<file path="src/rtl/imem_pkg.sv">
// Shared definitions for the instruction-fetch slice: FSM encodings,
// instruction width, default reset PC / halt word and a range helper.
package imem_pkg;

  localparam int ILEN = 16;

  localparam logic [1:0] ST_IDLE = 2'd0;
  localparam logic [1:0] ST_LOAD = 2'd1;
  localparam logic [1:0] ST_RUN  = 2'd2;
  localparam logic [1:0] ST_HALT = 2'd3;

  localparam logic [15:0] RESET_PC_DEF   = 16'h0000;
  localparam logic [15:0] HALT_INSTR_DEF = 16'hFFFF;

  // A byte address is inside memory when every bit above the word index is 0.
  // Shifting (rather than slicing) keeps this legal when AW+1 == 16.
  function automatic logic pc_in_range(input logic [15:0] pc, input int aw);
    return (pc >> (aw + 1)) == 16'd0;
  endfunction

endpackage

</file>
<file path="src/rtl/imem_loader_port.sv">
// Boot-loader write port: owns the load word counter and drives the
// instruction memory write port while the controller is in LOAD.
module imem_loader_port
  import imem_pkg::*;
#(
  parameter int DEPTH = 16,
  parameter int AW    = $clog2(DEPTH)
) (
  input  logic            clk,
  input  logic            rst_n,
  input  logic            active,
  input  logic            load_valid,
  input  logic [15:0]     load_data,
  input  logic            load_last,
  output logic            load_ready,
  output logic            imem_we,
  output logic [AW-1:0]   imem_waddr,
  output logic [15:0]     imem_wdata,
  output logic            done
);

  logic [AW-1:0] cnt_q, cnt_d;
  logic          accept;

  // Accept a word whenever LOAD is active; finish on last word or full memory.
  always_comb begin
    accept = active & load_valid;
    done   = accept & (load_last | (cnt_q == AW'(DEPTH - 1)));
    cnt_d  = cnt_q;
    if (done)        cnt_d = '0;
    else if (accept) cnt_d = cnt_q + AW'(1);
  end

  // Counter register; reset aborts any partial load back to address 0.
  always_ff @(posedge clk or negedge rst_n) begin
    if (!rst_n) cnt_q <= '0;
    else        cnt_q <= cnt_d;
  end

  assign load_ready = active;
  assign imem_we    = accept;
  assign imem_waddr = cnt_q;
  assign imem_wdata = accept ? load_data : '0;

endmodule

</file>
<file path="src/rtl/imem_fetch_ctrl.sv">
// Fetch-stage controller: FSM, program counter and registered fetch output
// for the 16-bit core; delegates the boot-load write port to a sub-module.
module imem_fetch_ctrl
  import imem_pkg::*;
#(
  parameter int          DEPTH      = 16,
  parameter int          AW         = $clog2(DEPTH),
  parameter logic [15:0] RESET_PC   = RESET_PC_DEF,
  parameter logic [15:0] HALT_INSTR = HALT_INSTR_DEF
) (
  input  logic            clk,
  input  logic            rst_n,
  input  logic            load_valid,
  input  logic [15:0]     load_data,
  input  logic            load_last,
  output logic            load_ready,
  output logic            imem_we,
  output logic [AW-1:0]   imem_waddr,
  output logic [15:0]     imem_wdata,
  output logic [15:0]     pc,
  input  logic [15:0]     instr_in,
  input  logic            start,
  input  logic            stall,
  input  logic            redirect_valid,
  input  logic [15:0]     redirect_pc,
  output logic            if_valid,
  output logic [15:0]     if_instr,
  output logic [15:0]     if_pc,
  output logic            running,
  output logic            halted,
  output logic            fault
);

  logic [1:0]      state_q, state_d;
  logic [15:0]     pc_q, pc_d;
  logic [ILEN-1:0] if_instr_q, if_instr_d;
  logic [15:0]     if_pc_q, if_pc_d;
  logic            if_valid_q, if_valid_d;
  logic            fault_q, fault_d;
  logic            load_done;

  imem_loader_port #(.DEPTH(DEPTH), .AW(AW)) u_loader (
    .clk        (clk),
    .rst_n      (rst_n),
    .active     (state_q == ST_LOAD),
    .load_valid (load_valid),
    .load_data  (load_data),
    .load_last  (load_last),
    .load_ready (load_ready),
    .imem_we    (imem_we),
    .imem_waddr (imem_waddr),
    .imem_wdata (imem_wdata),
    .done       (load_done)
  );

  // Next-state, pc and fetch-register logic; redirect beats stall, range
  // check beats halt decode (instr_in is meaningless out of range).
  always_comb begin
    state_d    = state_q;
    pc_d       = pc_q;
    if_instr_d = if_instr_q;
    if_pc_d    = if_pc_q;
    if_valid_d = if_valid_q;
    fault_d    = fault_q;
    case (state_q)
      ST_IDLE: begin
        if (load_valid) begin
          state_d = ST_LOAD;
        end else if (start) begin
          state_d = ST_RUN;
          pc_d    = RESET_PC & 16'hFFFE;
          if (RESET_PC[0]) fault_d = 1'b1;
        end
      end
      ST_LOAD: begin
        if (load_done) state_d = ST_IDLE;
      end
      ST_RUN: begin
        if (redirect_valid) begin
          pc_d       = {redirect_pc[15:1], 1'b0};
          if_valid_d = 1'b0;
          if (redirect_pc[0]) fault_d = 1'b1;
        end else if (!stall) begin
          if (!pc_in_range(pc_q, AW)) begin
            fault_d    = 1'b1;
            state_d    = ST_HALT;
            if_valid_d = 1'b0;
          end else if (instr_in == HALT_INSTR) begin
            state_d    = ST_HALT;
            if_valid_d = 1'b0;
          end else begin
            if_instr_d = instr_in;
            if_pc_d    = pc_q;
            if_valid_d = 1'b1;
            pc_d       = pc_q + 16'd2;
          end
        end
      end
      default: begin
        if_valid_d = 1'b0;
      end
    endcase
  end

  // State and datapath registers.
  always_ff @(posedge clk or negedge rst_n) begin
    if (!rst_n) begin
      state_q    <= ST_IDLE;
      pc_q       <= RESET_PC;
      if_instr_q <= '0;
      if_pc_q    <= '0;
      if_valid_q <= 1'b0;
      fault_q    <= 1'b0;
    end else begin
      state_q    <= state_d;
      pc_q       <= pc_d;
      if_instr_q <= if_instr_d;
      if_pc_q    <= if_pc_d;
      if_valid_q <= if_valid_d;
      fault_q    <= fault_d;
    end
  end

  assign pc       = pc_q;
  assign if_instr = if_instr_q;
  assign if_pc    = if_pc_q;
  assign if_valid = if_valid_q;
  assign fault    = fault_q;
  assign running  = (state_q == ST_RUN);
  assign halted   = (state_q == ST_HALT);

endmodule

</file>
<file path="config.mk">
export PLATFORM = sky130hd
export DESIGN_NAME = imem_fetch_ctrl
export DESIGN_NICKNAME = d
export VERILOG_FILES = /design/src/rtl/imem_pkg.sv /design/src/rtl/imem_loader_port.sv /design/src/rtl/imem_fetch_ctrl.sv
export SDC_FILE = /design/constraint.sdc
export NUM_CORES = 1
export LEC_CHECK = 0
export ABC_CLOCK_PERIOD_IN_PS = 1850
export BUFFER_PORTS_ARGS = -buffer_cell sky130_fd_sc_hd__clkbuf_2
export CAP_MARGIN = 10
export CORE_MARGIN = 2
export CORE_UTILIZATION = 40
export DETAILED_ROUTE_END_ITERATION = 6
export PLACE_DENSITY = 0.74
export SYNTH_ARGS = -nofsm -noshare
export SYNTH_HDL_FRONTEND = slang
export SYNTH_SLANG_ARGS = --single-unit
</file>
<file path="constraint.sdc">
create_clock -name clk -period 1.85 [get_ports clk]
set_input_delay 0.37 -clock clk [delete_from_list [all_inputs] [get_ports clk]]
set_output_delay 0.37 -clock clk [all_outputs]
set_load 0.1 [all_outputs]
</file>
After elaboration in Yosys (flattened, before gate mapping)
Index checks and enable logic that the tools add are counted.
Widths: inputs -> output; s select.
- bits in registers: 56
- bits of input ports: 55
- logic and storage cells: 72
- add/sub/neg operators: 2
- equal/unequal tests: 18
- mux-type cells: 27
- bitwise operators: 7
- reduce and logical (&&, ||, !) cells: 11
- operators by type and width (kind ; count):
    $mux 16 ; 7
    $pmux 16 s2 ; 1
    $add 16x2->16 const B ; 1
    $eq 16x16->1 const B ; 1
    $logic_not 16->1 ; 1
    $mux 2 ; 7
    $ne 2x2->1 const B ; 6
    $reduce_and 6->1 ; 2
    $ne 3x3->1 const B ; 3
    $mux 1 ; 8
    $mux 4 ; 2
    $ne 3x2->1 const B ; 2
    $pmux 2 s3 ; 1
    $reduce_and 5->1 ; 1
    $add 4x1->4 const B ; 1
    $eq 2x2->1 const B ; 2
    $eq 4x4->1 const B ; 1
    $ne 2x1->1 const B ; 2
    $not 1->1 ; 4
    $reduce_and 4->1 ; 1
    $reduce_bool 2->1 ; 2
    $reduce_bool 3->1 ; 1
    $and 1x1->1 ; 2
    $eq 2x1->1 const B ; 1
    other kinds (5) ; 5

Longest topological paths before layout
Gate-level depths: netlist of the first run.
- depth after elaboration: 6
- gate-level depth with buffers: 8

Hierarchy
A second synthesis of the first run with hierarchy kept.
- cell total of the unflattened synthesis: 250
- area total of the unflattened synthesis: 2715.1 µm²
- modules (own cells, without submodules) (module ; times used ; cells each ; area an instance (µm²) ; sequential area each (µm²)):
    imem_fetch_ctrl ; 1 ; 206 ; 2378.5 ; 1251.2
    imem_loader_port ; 1 ; 44 ; 336.6 ; 100.1

Worst setup path before layout of the first run
OpenSTA, ideal clock, no wires.
- path type: register -> output
- from: register state_q[1]
- to: output imem_wdata[10]
- data arrival time: 2.591 ns
- required time: 1.480 ns
- path slack: -1.111 ns
- cell stages (with the launch flop): 6
- buffers on the path: 2
- cells stage by stage: dfrtp_1 inv_1 ha_1 clkbuf_1 clkbuf_1 and3_1
- cells in the longest elaborated chain, start to end: 3
- ends and longest elaborated chain (element ; RTL line ; RTL):
    from (decl) ; imem_fetch_ctrl.sv:34 ; logic [1:0] state_q, state_d;
    from (signal assigned) ; imem_fetch_ctrl.sv:115 ; state_q <= state_d;
    $eq 2x1->1 ; imem_fetch_ctrl.sv:45 ; .active (state_q == ST_LOAD),
    named net load_ready ; imem_fetch_ctrl.sv:16 ; output logic load_ready,
    $and 1x1->1 ; imem_loader_port.sv:27 ; accept = active & load_valid;
    $mux 16 ; imem_loader_port.sv:43 ; assign imem_wdata = accept ? load_data : '0;
    to (decl) ; imem_fetch_ctrl.sv:19 ; output logic [15:0] imem_wdata,
The timed path passes the listed nets, and every way through them passes these cells.

Final worst setup path of the first run
- from: register pc_q[15], in the netlist pc[15]
- to: register if_instr_q[4], in the netlist if_instr[4]
- cells in the longest elaborated chain, start to end: 2
- ends and longest elaborated chain (element ; RTL line ; RTL):
    from (decl) ; imem_fetch_ctrl.sv:35 ; logic [15:0] pc_q, pc_d;
    from (signal assigned) ; imem_fetch_ctrl.sv:116 ; pc_q <= pc_d;
    $logic_not 16->1 ; imem_pkg.sv:18 ; return (pc >> (aw + 1)) == 16'd0;
    $reduce_and 5->1 (no source line) ; n/a ;
    to (signal assigned) ; imem_fetch_ctrl.sv:117 ; if_instr_q <= if_instr_d;
    to (decl) ; imem_fetch_ctrl.sv:36 ; logic [ILEN-1:0] if_instr_q, if_instr_d;
No other way between the ends.
A chain may end at the register's enable or synchronous reset.

==> results.md, run 1 <==
- Mapped Cells: 244
- # rows: 29
- Outcome: complete, but fails checks
- Setup crit start kind: flip-flop
- GRT Util Overall: 20.8%
- EDFF count, synth: 0
- Diode count: 0
- # hold bufs at CTS: 0
- Max-cap violations: 0
- Unrepaired setup endpoints after global routing: yes
- Clock Skews: 0.00453 ns
- Post-layout minimum cycle time: 2.06 ns
- Fillers: 477
- Fmax: 0.485 GHz
- Final worst slack: -0.210 ns
- CP max FO: 11
- DRC: 0
- Area share of the largest cell type after synthesis: 51.2%
- Cell Area, Synth: 2640 sq um
- Worst relative slew slack: 62.8%
- Initial core utilization: 41.4%
- # nets final: 472
- Ys flop type: dfrtp_1
- Failing checks: negative setup slack
- Synth warn: 0
- I/O pins: 129
- Critical Path, Cell by Cell: nor4_4, nand3_2, or2_4, nor3_4, buf_6, buf_12, mux2_2
- Worst r2r src: pc[15]$_DFFE_PN0P_
- Drt first pass iters: 4
- Layout cells sized above 1: 65.3%
- Crit Path Class: flip-flop to flip-flop
- Post-synthesis sequential area ratio: 51.2%
- Cell taking the most area after synthesis: dfrtp_1
- Core ar.: 6390 sq um
- Total CTS buffers: 5
- Die Ht: 85.3 microns
- DP HPWL: 5370 microns
- Clock slew at reported path FFs: 0.10 ns
- Port Buf Inserts: 126
- Die width: 85.3 microns
- CTS H-tree depth: 2
- Pre-CTS setup slack: -0.238 ns
- WHS: 0.0416 ns
- Fin. Hold Viols: 0
- Max clock buf depth: 2
- Measured slew at the worst slew-check pin: 0.561 ns
- Top-count cell post-synth: dfrtp_1
- DR vias/cell: 5.26
- Crit path from: pc[15]$_DFFE_PN0P_
- Remaining global-route overflow: 0
- CP Data Required Time: 2.05 ns
- Distinct cells, synth: 42
- Fin crit share: 111%
- Initial antenna violation count: 0
- CP Capture Type: flip-flop
- Synth area leaders: dfrtp_1 51%, mux2_2 8.5%, and3_1 3.8%, nor2b_1 3.1%, ha_1 2.8%
- Routed WL: 7460 microns
- Syn Area/Cell: 10.8 sq um
- Area of the die: 7270 sq um
- Clk root buf: clkbuf_8
- First-pass GRT wire length: 12400 microns
- Slew Limit Fails: 0
- Most frequent cells after synthesis: 54 x dfrtp_1, 20 x mux2_2, 19 x nand2_1, 16 x and3_1, 13 x nor2b_1
- CTS tree: built
- Worst min path class: primary input to async pin
- Worst EP arrival: 2.26 ns
- Routed Antenna Nets: 0
- Area overhead of the layout relative to synthesis: 68.7%
- Routability Congestion: 0.827
- Total number of vias: 2570
- Wire length per cell: 15.3 microns
- FF+latch count, synth: 54
- Worst skew pair latency: 0.31 ns
- Largest net degree at the start of global routing: 55
- Critical path's largest stage delay: 0.50 ns
- CP max stage cell: dfrtp_4
- Endpoints failing setup: 45
- Vias in the first global route: 2669
- Sinks on Clock Net: 54
- FFs w/ async S/R, synth: 100%
- Initial drt markers: 91
==> area by class of cell <==
class                      instances  area, sq um  area share (%)
clock buffer                       5         68.8            1.54
sequential                        54         1400            31.3
timing repair buffer             173         1360            30.6
tap                               77         96.3            2.16
inverter                           9         37.5           0.842
multi-input combinational        168         1450            32.6
clock inverter                     3         43.8           0.983
==> metrics by stage <==
| stage | cells | setup TNS (ns) | util [%] | instance area (sq um) |
|---|---|---|---|---|
| after floorplan | 245 | -9.43 | - | 2860 |
| after detailed placement | 467 | -6.52 | 63.4 | 4050 |
| final | 489 | -5.80 | 69.8 | 4460 |
| after global routing | 489 | -9.21 | 69.8 | 4460 |
| after CTS | 487 | -3.78 | 68.0 | 4340 |
| after global placement | 467 | -3.49 | 63.4 | 4050 |
==> metal layers <==
layer	GRT usage [%]	wire [microns]	vias to the layer above
li1	-	-	1216
met1	26.8	3110	1226
met2	34.9	3720	116
met3	5.25	528	12
met4	5.63	103	0
met5	0	0	-
==> logic make-up (layout without fill, tap and decap cells) <==
logic type,count (synthesis),count (layout),share of synthesized area (%)
other,1,2,0.142
and+or+nand+nor,90,90,19.7
adders and majority gates,6,6,2.84
DFF,54,54,51.2
AOI/OAI and AO/OA,43,43,10.7
muxes,27,27,11.3
buffers and inverters,23,190,4.22
==> registers in the layout (all words and copies together) (netlist names) <==
name	flops
state_q	2
u_loader.imem_waddr	4
if_valid	1
if_pc	15
pc	15
fault	1
if_instr	16
==> path summary, 6_finish.rpt <==
check,end,slack [ns],cells after the start
hold / removal,pc[10]$_DFFE_PN0P_,0.04,2
hold reg to reg,fault$_DFFE_PN0P_,0.50,1
setup / recovery,if_instr[4]$_DFFE_PN0P_,-0.21,7
max in group asynchronous,u_loader.imem_waddr[1]$_DFFE_PN0P_,1.53,2
setup reg to reg,if_instr[4]$_DFFE_PN0P_,-0.21,7
min in group clk,if_instr[13]$_DFFE_PN0P_,0.31,2
==> cell usage in the layout (no fill, tap or decap), types with 8 or more instances in the layout <==
cell and instances:
a21oi_1 8, and3_4 16, buf_12 22, buf_4 37, clkbuf_2 106, dfrtp_1 35, dfrtp_2 11, dfrtp_4 8
mux2_2 16, nand2_1 16, nor2b_1 12
==> worst max-delay path, delay by kind of cell, from the launching register on <==
family,cells,cell delay (ns)
and+or+nand+nor,4,0.82
buffers and inverters,2,0.29
muxes,1,0.33
DFF,1,0.50
==> timing repair <==
| item | 4_1_cts | 5_1_grt |
|---|---|---|
| pin swaps | 10 | 10 |
| setup endpoints to repair | 60 | 64 |
| gates cloned | 1 | 0 |
| buffers inserted | 11 | 2 |
| gates resized for setup | 15 | 27 |
Power of run 1 is not shown: default switching activity piles up to over one toggle a cycle in this logic, so the estimate is an artifact.
==> run 2, diff against run 1 <==
--- a/config.mk
+++ b/config.mk
@@ -8,10 +8,12 @@
 export ABC_CLOCK_PERIOD_IN_PS = 1850
 export BUFFER_PORTS_ARGS = -buffer_cell sky130_fd_sc_hd__clkbuf_2
 export CAP_MARGIN = 10
+export CELL_PAD_IN_SITES_DETAIL_PLACEMENT = 0
+export CELL_PAD_IN_SITES_GLOBAL_PLACEMENT = 1
 export CORE_MARGIN = 2
-export CORE_UTILIZATION = 40
+export CORE_UTILIZATION = 31
 export DETAILED_ROUTE_END_ITERATION = 6
-export PLACE_DENSITY = 0.74
+export PLACE_DENSITY_LB_ADDON = 0.1
 export SYNTH_ARGS = -nofsm -noshare
 export SYNTH_HDL_FRONTEND = slang
 export SYNTH_SLANG_ARGS = --single-unit
==> results.md, run 2 (synthesis results as in run 1) <==
- DP HPWL: 5700 microns (+6.2%)
- Core ar.: 8260 sq um (+29%)
- Met2 wire length: 3630 microns (-2.4%)
- Crit Path Class: flip-flop to flip-flop
- Slew Limit Fails: 0 (unchanged)
- Crit path max-delay family: simple AND/OR/NAND/NOR gates
- Clock slew at reported path FFs: 0.10 ns (about the same)
- Max reg flops: 16 (unchanged)
- Sinks on Clock Net: 54 (unchanged)
- Worst min path class: primary input to async pin
- CP Capture Type: flip-flop
- Drt first pass iters: 4 (unchanged)
- Most frequent cells in the layout: 106 x clkbuf_2, 40 x buf_4, 34 x dfrtp_1
- Clk root buf: clkbuf_8
- Routed Antenna Nets: 0 (unchanged)
- Fin. Hold Viols: 0 (unchanged)
- Measured slew at the worst slew-check pin: 0.558 ns (-0.00358 ns)
- Worst skew pair latency: 0.30 ns (about the same)
- Post-layout minimum cycle time: 2.07 ns (+0.00614 ns)
- Reg2Reg Depth: 7 (unchanged)
- Die width: 96.3 microns (+13%)
- DRC: 0 (unchanged)
- Largest net degree at the start of global routing: 55 (unchanged)
- Critical Path, Cell by Cell: nor4_4, nand3_2, or2_4, nor3_4, buf_4, buf_16, mux2_1
- I/O pins: 129 (unchanged)
- Max clock buf depth: 2 (unchanged)
- Commonest non-fill, non-tap cell in the layout: clkbuf_2
- Unrepaired setup endpoints after global routing: yes
- # rows: 33 (+14%)
- # hold bufs at CTS: 0 (unchanged)
- Worst EP arrival: 2.26 ns (about the same)
- WL met1: 3410 microns (+9.7%)
- Area overhead of the layout relative to synthesis: 72.6%
- Die Ht: 96.3 microns (+13%)
- Total number of vias: 2542 (-1.1%)
- TNS Setup: -5.12 ns (+0.687 ns)
- Wire length per cell: 14.6 microns (-4.5%)
- Clock Skews: 0.00569 ns (+0.00117 ns)
- DR vias/cell: 4.83 (-8.0%)
- CTS H-tree depth: 2 (unchanged)
- First-pass GRT wire length: 12100 microns (-2.6%)
- Outcome: complete, but fails checks
- CTS tree: built
- Worst relative slew slack: 63.0% (+0.24 points)
- Remaining global-route overflow: 0 (unchanged)
- Top Layer Used: met4
- Initial drt markers: 89 (-2.2%)
- Critical path's largest stage delay: 0.50 ns (about the same)
- Met3 wire length: 585 microns (+11%)
- Initial core utilization: 32.0% (-9.4 points)
- Routability Congestion: 0.733 (-11%)
- GRT Util Overall: 16.7% (-4.0 points)
- Fillers: 771 (+62%)
- Reg2Reg Capture Point: if_instr[6]$_DFFE_PN0P_
- CP Data Required Time: 2.04 ns (about the same)
- Diode count: 0 (unchanged)
- Routed WL: 7670 microns (+2.7%)
- Max-cap violations: 0 (unchanged)
- Initial antenna violation count: 0 (unchanged)
- Port Buf Inserts: 126 (unchanged)
- Fmax: 0.484 GHz (-0.30%)
- # nets final: 481 (+1.9%)
- Fin crit share: 112% (+0.33 points)
- Failing checks: negative setup slack
- Final worst slack: -0.216 ns (-0.00614 ns)
- Layout cells sized above 1: 66.3% (+0.98 points)
- Vias in the first global route: 2475 (-7.3%)
- WHS: 0.0454 ns (+0.00378 ns)
- CP Buf/Inv Count: 2 (unchanged)
- Endpoints failing setup: 48 (+6.7%)
- Worst r2r src: pc[15]$_DFFE_PN0P_
- CP max stage cell: dfrtp_4
- CP max FO: 11 (unchanged)
- Total CTS buffers: 5 (unchanged)
- Area of the die: 9270 sq um (+28%)
- Reg2Reg Setup Slack: -0.22 ns (about the same)
- Pre-CTS setup slack: -0.281 ns (-0.0428 ns)
- Setup crit start kind: flip-flop
[run 2: cell types whose count changed in the layout (fill, tap and decap cells not counted), sizes merged]
cell,change
buf,+9
[run 2: metal layers]
| layer | up-vias | global-route usage [%] |
|---|---|---|
| li1 | 1231 | - |
| met3 | 2 | 4.23 |
| met5 | - | 0 |
| met4 | 0 | 4.23 |
| met2 | 85 | 27.5 |
| met1 | 1224 | 22.1 |
[run 2: worst max path at each step]
stage,startpoint,cells past startpoint,end,slack (ns)
6_report,pc[15]$_DFFE_PN0P_,7,if_instr[6]$_DFFE_PN0P_,-0.22
2_1_floorplan,pc[15]$_DFFE_PN0P_,6,if_instr[0]$_DFFE_PN0P_,-0.35
3_3_place_gp,pc[15]$_DFFE_PN0P_,6,if_instr[15]$_DFFE_PN0P_,-0.22
3_5_place_dp,pc[13]$_DFFE_PN0P_,6,if_instr[12]$_DFFE_PN0P_,-0.28
4_1_cts,pc[12]$_DFFE_PN0P_,7,if_instr[2]$_DFFE_PN0P_,-0.18
5_1_grt,pc[15]$_DFFE_PN0P_,7,if_instr[1]$_DFFE_PN0P_,-0.30
[run 2: what timing repair did]
item | 4_1_cts | 5_1_grt
buffers inserted | 18 | 2
resized for setup | 26 | 21
gates cloned | 1 | 0
setup endpoints to repair | 64 | 66
pin swaps | 14 | 15
[run 2: cell type report]
type	instances	area, sq um	area share [%]
flip-flops and latches	54	1400	30.6
inverters	9	40.0	0.878
repair buffers	182	1440	31.6
clock inverters	3	43.8	0.961
multi-input cells	168	1440	31.5
well taps	105	131	2.88
clock buffers	5	68.8	1.51
[run 2: worst reg2reg max path, cell delays in order (launching register included)]
cell and delay [ns]:
dfrtp_4 0.50, nor4_4 0.30, nand3_2 0.14, or2_4 0.26, nor3_4 0.14, buf_4 0.17
buf_16 0.13, mux2_1 0.32
[run 2: per-stage QoR]
stage               instance area, sq um  util [%]  instances
floorplan                           2860         -        245
global placement                    4100      49.6        497
detailed placement                  4100      49.6        497
CTS                                 4470      54.1        524
global route                        4560      55.2        526
finish                              4560      55.2        526
Power of run 2 is left out for the same reason.
==> run 3, diff against run 2 <==
--- a/config.mk
+++ b/config.mk
@@ -5,15 +5,16 @@
 export SDC_FILE = /design/constraint.sdc
 export NUM_CORES = 1
 export LEC_CHECK = 0
-export ABC_CLOCK_PERIOD_IN_PS = 1850
+export ABC_CLOCK_PERIOD_IN_PS = 2400
 export BUFFER_PORTS_ARGS = -buffer_cell sky130_fd_sc_hd__clkbuf_2
 export CAP_MARGIN = 10
 export CELL_PAD_IN_SITES_DETAIL_PLACEMENT = 0
 export CELL_PAD_IN_SITES_GLOBAL_PLACEMENT = 1
 export CORE_MARGIN = 2
-export CORE_UTILIZATION = 31
+export CORE_UTILIZATION = 37
 export DETAILED_ROUTE_END_ITERATION = 6
 export PLACE_DENSITY_LB_ADDON = 0.1
 export SYNTH_ARGS = -nofsm -noshare
 export SYNTH_HDL_FRONTEND = slang
+export SYNTH_HIERARCHICAL = 1
 export SYNTH_SLANG_ARGS = --single-unit
==> constraint.sdc (replaced) <==
create_clock -name clk -period 2.4 [get_ports clk]
set_input_delay 0.48 -clock clk [delete_from_list [all_inputs] [get_ports clk]]
set_output_delay 0.48 -clock clk [all_outputs]
set_load 0.1 [all_outputs]
==> results.md, run 3 <==
- Fin crit share: 93.8%
- CP Capture Type: primary output
- Worst min path class: primary input to async pin
- Wire length per cell: 14.5 microns (-0.66%)
- Unrepaired setup endpoints after global routing: no
- Die Ht: 89.7 microns (-6.9%)
- Clock Skews: 0.00313 ns (-0.00256 ns)
- Syn Area/Cell: 10.9 sq um (+0.33%)
- Slew Limit Fails: 0 (unchanged)
- CP Data Required Time: 1.92 ns (-0.12 ns)
- Synth area leaders: dfrtp_1 50%, mux2_4 10%, nand2_1 3.5%, nor2b_1 3.0%, ha_1 2.8%
- Core ar.: 7180 sq um (-13%)
- CP max FO: 11 (unchanged)
- Fin cells: 488 (-7.2%)
- Worst EP arrival: 1.77 ns (-0.49 ns)
- Remaining global-route overflow: 0 (unchanged)
- Mapped Cells: 250 (+2.5%)
- Clk root buf: clkbuf_8
- Worst relative slew slack: 43.7% (-19 points)
- Ys flop type: dfrtp_1
- Initial antenna violation count: 0 (unchanged)
- Distinct cells, synth: 44 (+4.8%)
- Sinks on Clock Net: 54 (unchanged)
- Area of the die: 8040 sq um (-13%)
- Fin. Hold Viols: 0 (unchanged)
- # hold bufs at CTS: 0 (unchanged)
- Routed Antenna Nets: 0 (unchanged)
- Post-synthesis sequential area ratio: 49.8% (-1.4 points)
- Total number of vias: 2383 (-6.3%)
- First-pass GRT wire length: 10600 microns (-12%)
- Largest net degree at the start of global routing: 33 (-40%)
- Measured slew at the worst slew-check pin: 0.843 ns (+0.286 ns)
- Initial core utilization: 37.8% (+5.9 points)
- Cell taking the most area after synthesis: dfrtp_1
- # rows: 31 (-6.1%)
- CTS H-tree depth: 2 (unchanged)
- Most frequent cells in the layout: 109 x clkbuf_2, 54 x dfrtp_1, 25 x nand2_1
- Endpoints failing setup: 0 (-100%)
- Total CTS buffers: 5 (unchanged)
- Seq. cell area: 1350 sq um (-3.2%)
- Max clock buf depth: 2 (unchanged)
- Cell Area, Synth: 2720 sq um (+2.8%)
- Area overhead of the layout relative to synthesis: 42.4%
- Reg2Reg Setup Slack: 0.21 ns (+0.43 ns)
- Diode count: 0 (unchanged)
- I/O pins: 129 (unchanged)
- WHS: 0.125 ns (+0.0796 ns)
- DP HPWL: 5400 microns (-5.3%)
- Routability Congestion: 0.703 (-4.1%)
- Post-layout minimum cycle time: 2.25 ns
- Setup crit start kind: flip-flop
- Max-cap violations: 0 (unchanged)
- Commonest non-fill, non-tap cell in the layout: clkbuf_2
- Outcome: finished, final reports clean
- Area of the multi-input gates: 1270 sq um (-11%)
- Fmax: 0.444 GHz
- Drt first pass iters: 4 (unchanged)
- DR vias/cell: 4.88 (+1.0%)
- Port Buf Inserts: 126 (unchanged)
- Area share of the largest cell type after synthesis: 49.8% (-1.4 points)
- FF+latch count, synth: 54 (unchanged)
- Setup bufs post-CTS: 0 (-18)
- Worst skew pair latency: 0.30 ns (about the same)
- TNS Setup: 0 ns (+5.12 ns)
- PostCTS Resize Cnt: 0 (-100%)
- Vias in the first global route: 2217 (-10%)
- Most frequent cells after synthesis: 54 x dfrtp_1, 25 x nand2_1, 18 x mux2_4, 15 x o21ai_0, 13 x nor2b_1
- EDFF count, synth: 0 (unchanged)
- Max reg flops: 16 (unchanged)
- Clock slew at reported path FFs: 0.10 ns (about the same)
- DRC: 0 (unchanged)
- Initial drt markers: 90 (+1.1%)
- GRT Util Overall: 16.9% (+0.18 points)
- Routed WL: 7060 microns (-7.8%)
- Cells after DPL: 479 (-3.6%)
- # nets final: 449 (-6.7%)
- Synth warn: 6 (+6)
- Crit Path Class: flip-flop to primary output
- Layout cells sized above 1: 47.6% (-19 points)
- Fillers: 691 (-10%)
- FFs w/ async S/R, synth: 100% (unchanged)
- Top-count cell post-synth: dfrtp_1
- CTS tree: built
- Die width: 89.7 microns (-6.9%)
-- run 3: cell types whose count changed after synthesis, sizes merged, moves of 3 or more --
cell	change
nand2	+7
and4	-5
nor2	+4
o21ai	+4
a211oi	+3
a21o	-3
a21oi	+3
a22oi	-3
nand3	+3
nor4	-3
o311ai	+3
o31ai	-3
-- run 3: layout make-up --
cell class	count	area share, %
sequential	54	34.9
multi-input combinational	178	32.9
timing repair buffer	141	25.8
tap	99	3.20
clock buffer	5	1.78
inverter	8	0.776
clock inverter	3	0.550
-- run 3: cell families after synthesis --
logic type	synth area share, %
buffers and inverters	3.78
multiplexers	13.1
AND/OR/NAND/NOR	20.3
AO/OA/AOI/OAI	10.1
adder cells (fa/ha/maj)	2.76
flip-flops	49.8
other	0.138
-- run 3: worst paths after layout --
| path | from | to | depth (start not counted) |
|---|---|---|---|
| setup reg to reg | pc[11]$_DFFE_PN0P_ | if_pc[2]$_DFFE_PN0P_ | 5 |
| setup / recovery | state_q[1]$_DFFE_PN0P_ | imem_wdata[11] | 5 |
| hold reg to reg | if_pc[12]$_DFFE_PN0P_ | if_pc[12]$_DFFE_PN0P_ | 1 |
| hold / removal | rst_n | if_pc[12]$_DFFE_PN0P_ | 1 |
| min in group clk | instr_in[1] | if_instr[1]$_DFFE_PN0P_ | 2 |
| max in group asynchronous | rst_n | if_pc[14]$_DFFE_PN0P_ | 2 |
-- run 3: metal layers --
| layer | wire length (microns) | global-route usage [%] | vias to the layer above |
|---|---|---|---|
| met4 | 70 | 4.34 | 0 |
| met1 | 3310 | 23.5 | 1128 |
| met5 | 0 | 0 | - |
| li1 | - | - | 1162 |
| met2 | 3240 | 26.5 | 88 |
| met3 | 444 | 4.20 | 5 |
-- run 3: critical path, stage by stage, from the launching register on --
cell	delay (ns)
dfrtp_1	0.42
inv_1	0.09
ha_1	0.34
buf_4	0.22
and3_1	0.21
buf_12	0.18
-- run 3: through the flow --
stage	area, sq um	utilization, %	setup WS, ns
6_report	3870	53.9	0.148
5_1_grt	3870	53.9	0.00571
4_1_cts	3860	53.8	0.0308
3_5_place_dp	3770	52.6	0.0413
3_3_place_gp	3770	52.6	0.0979
2_1_floorplan	2720	-	0.139
Power of run 3 is left out for the same reason.
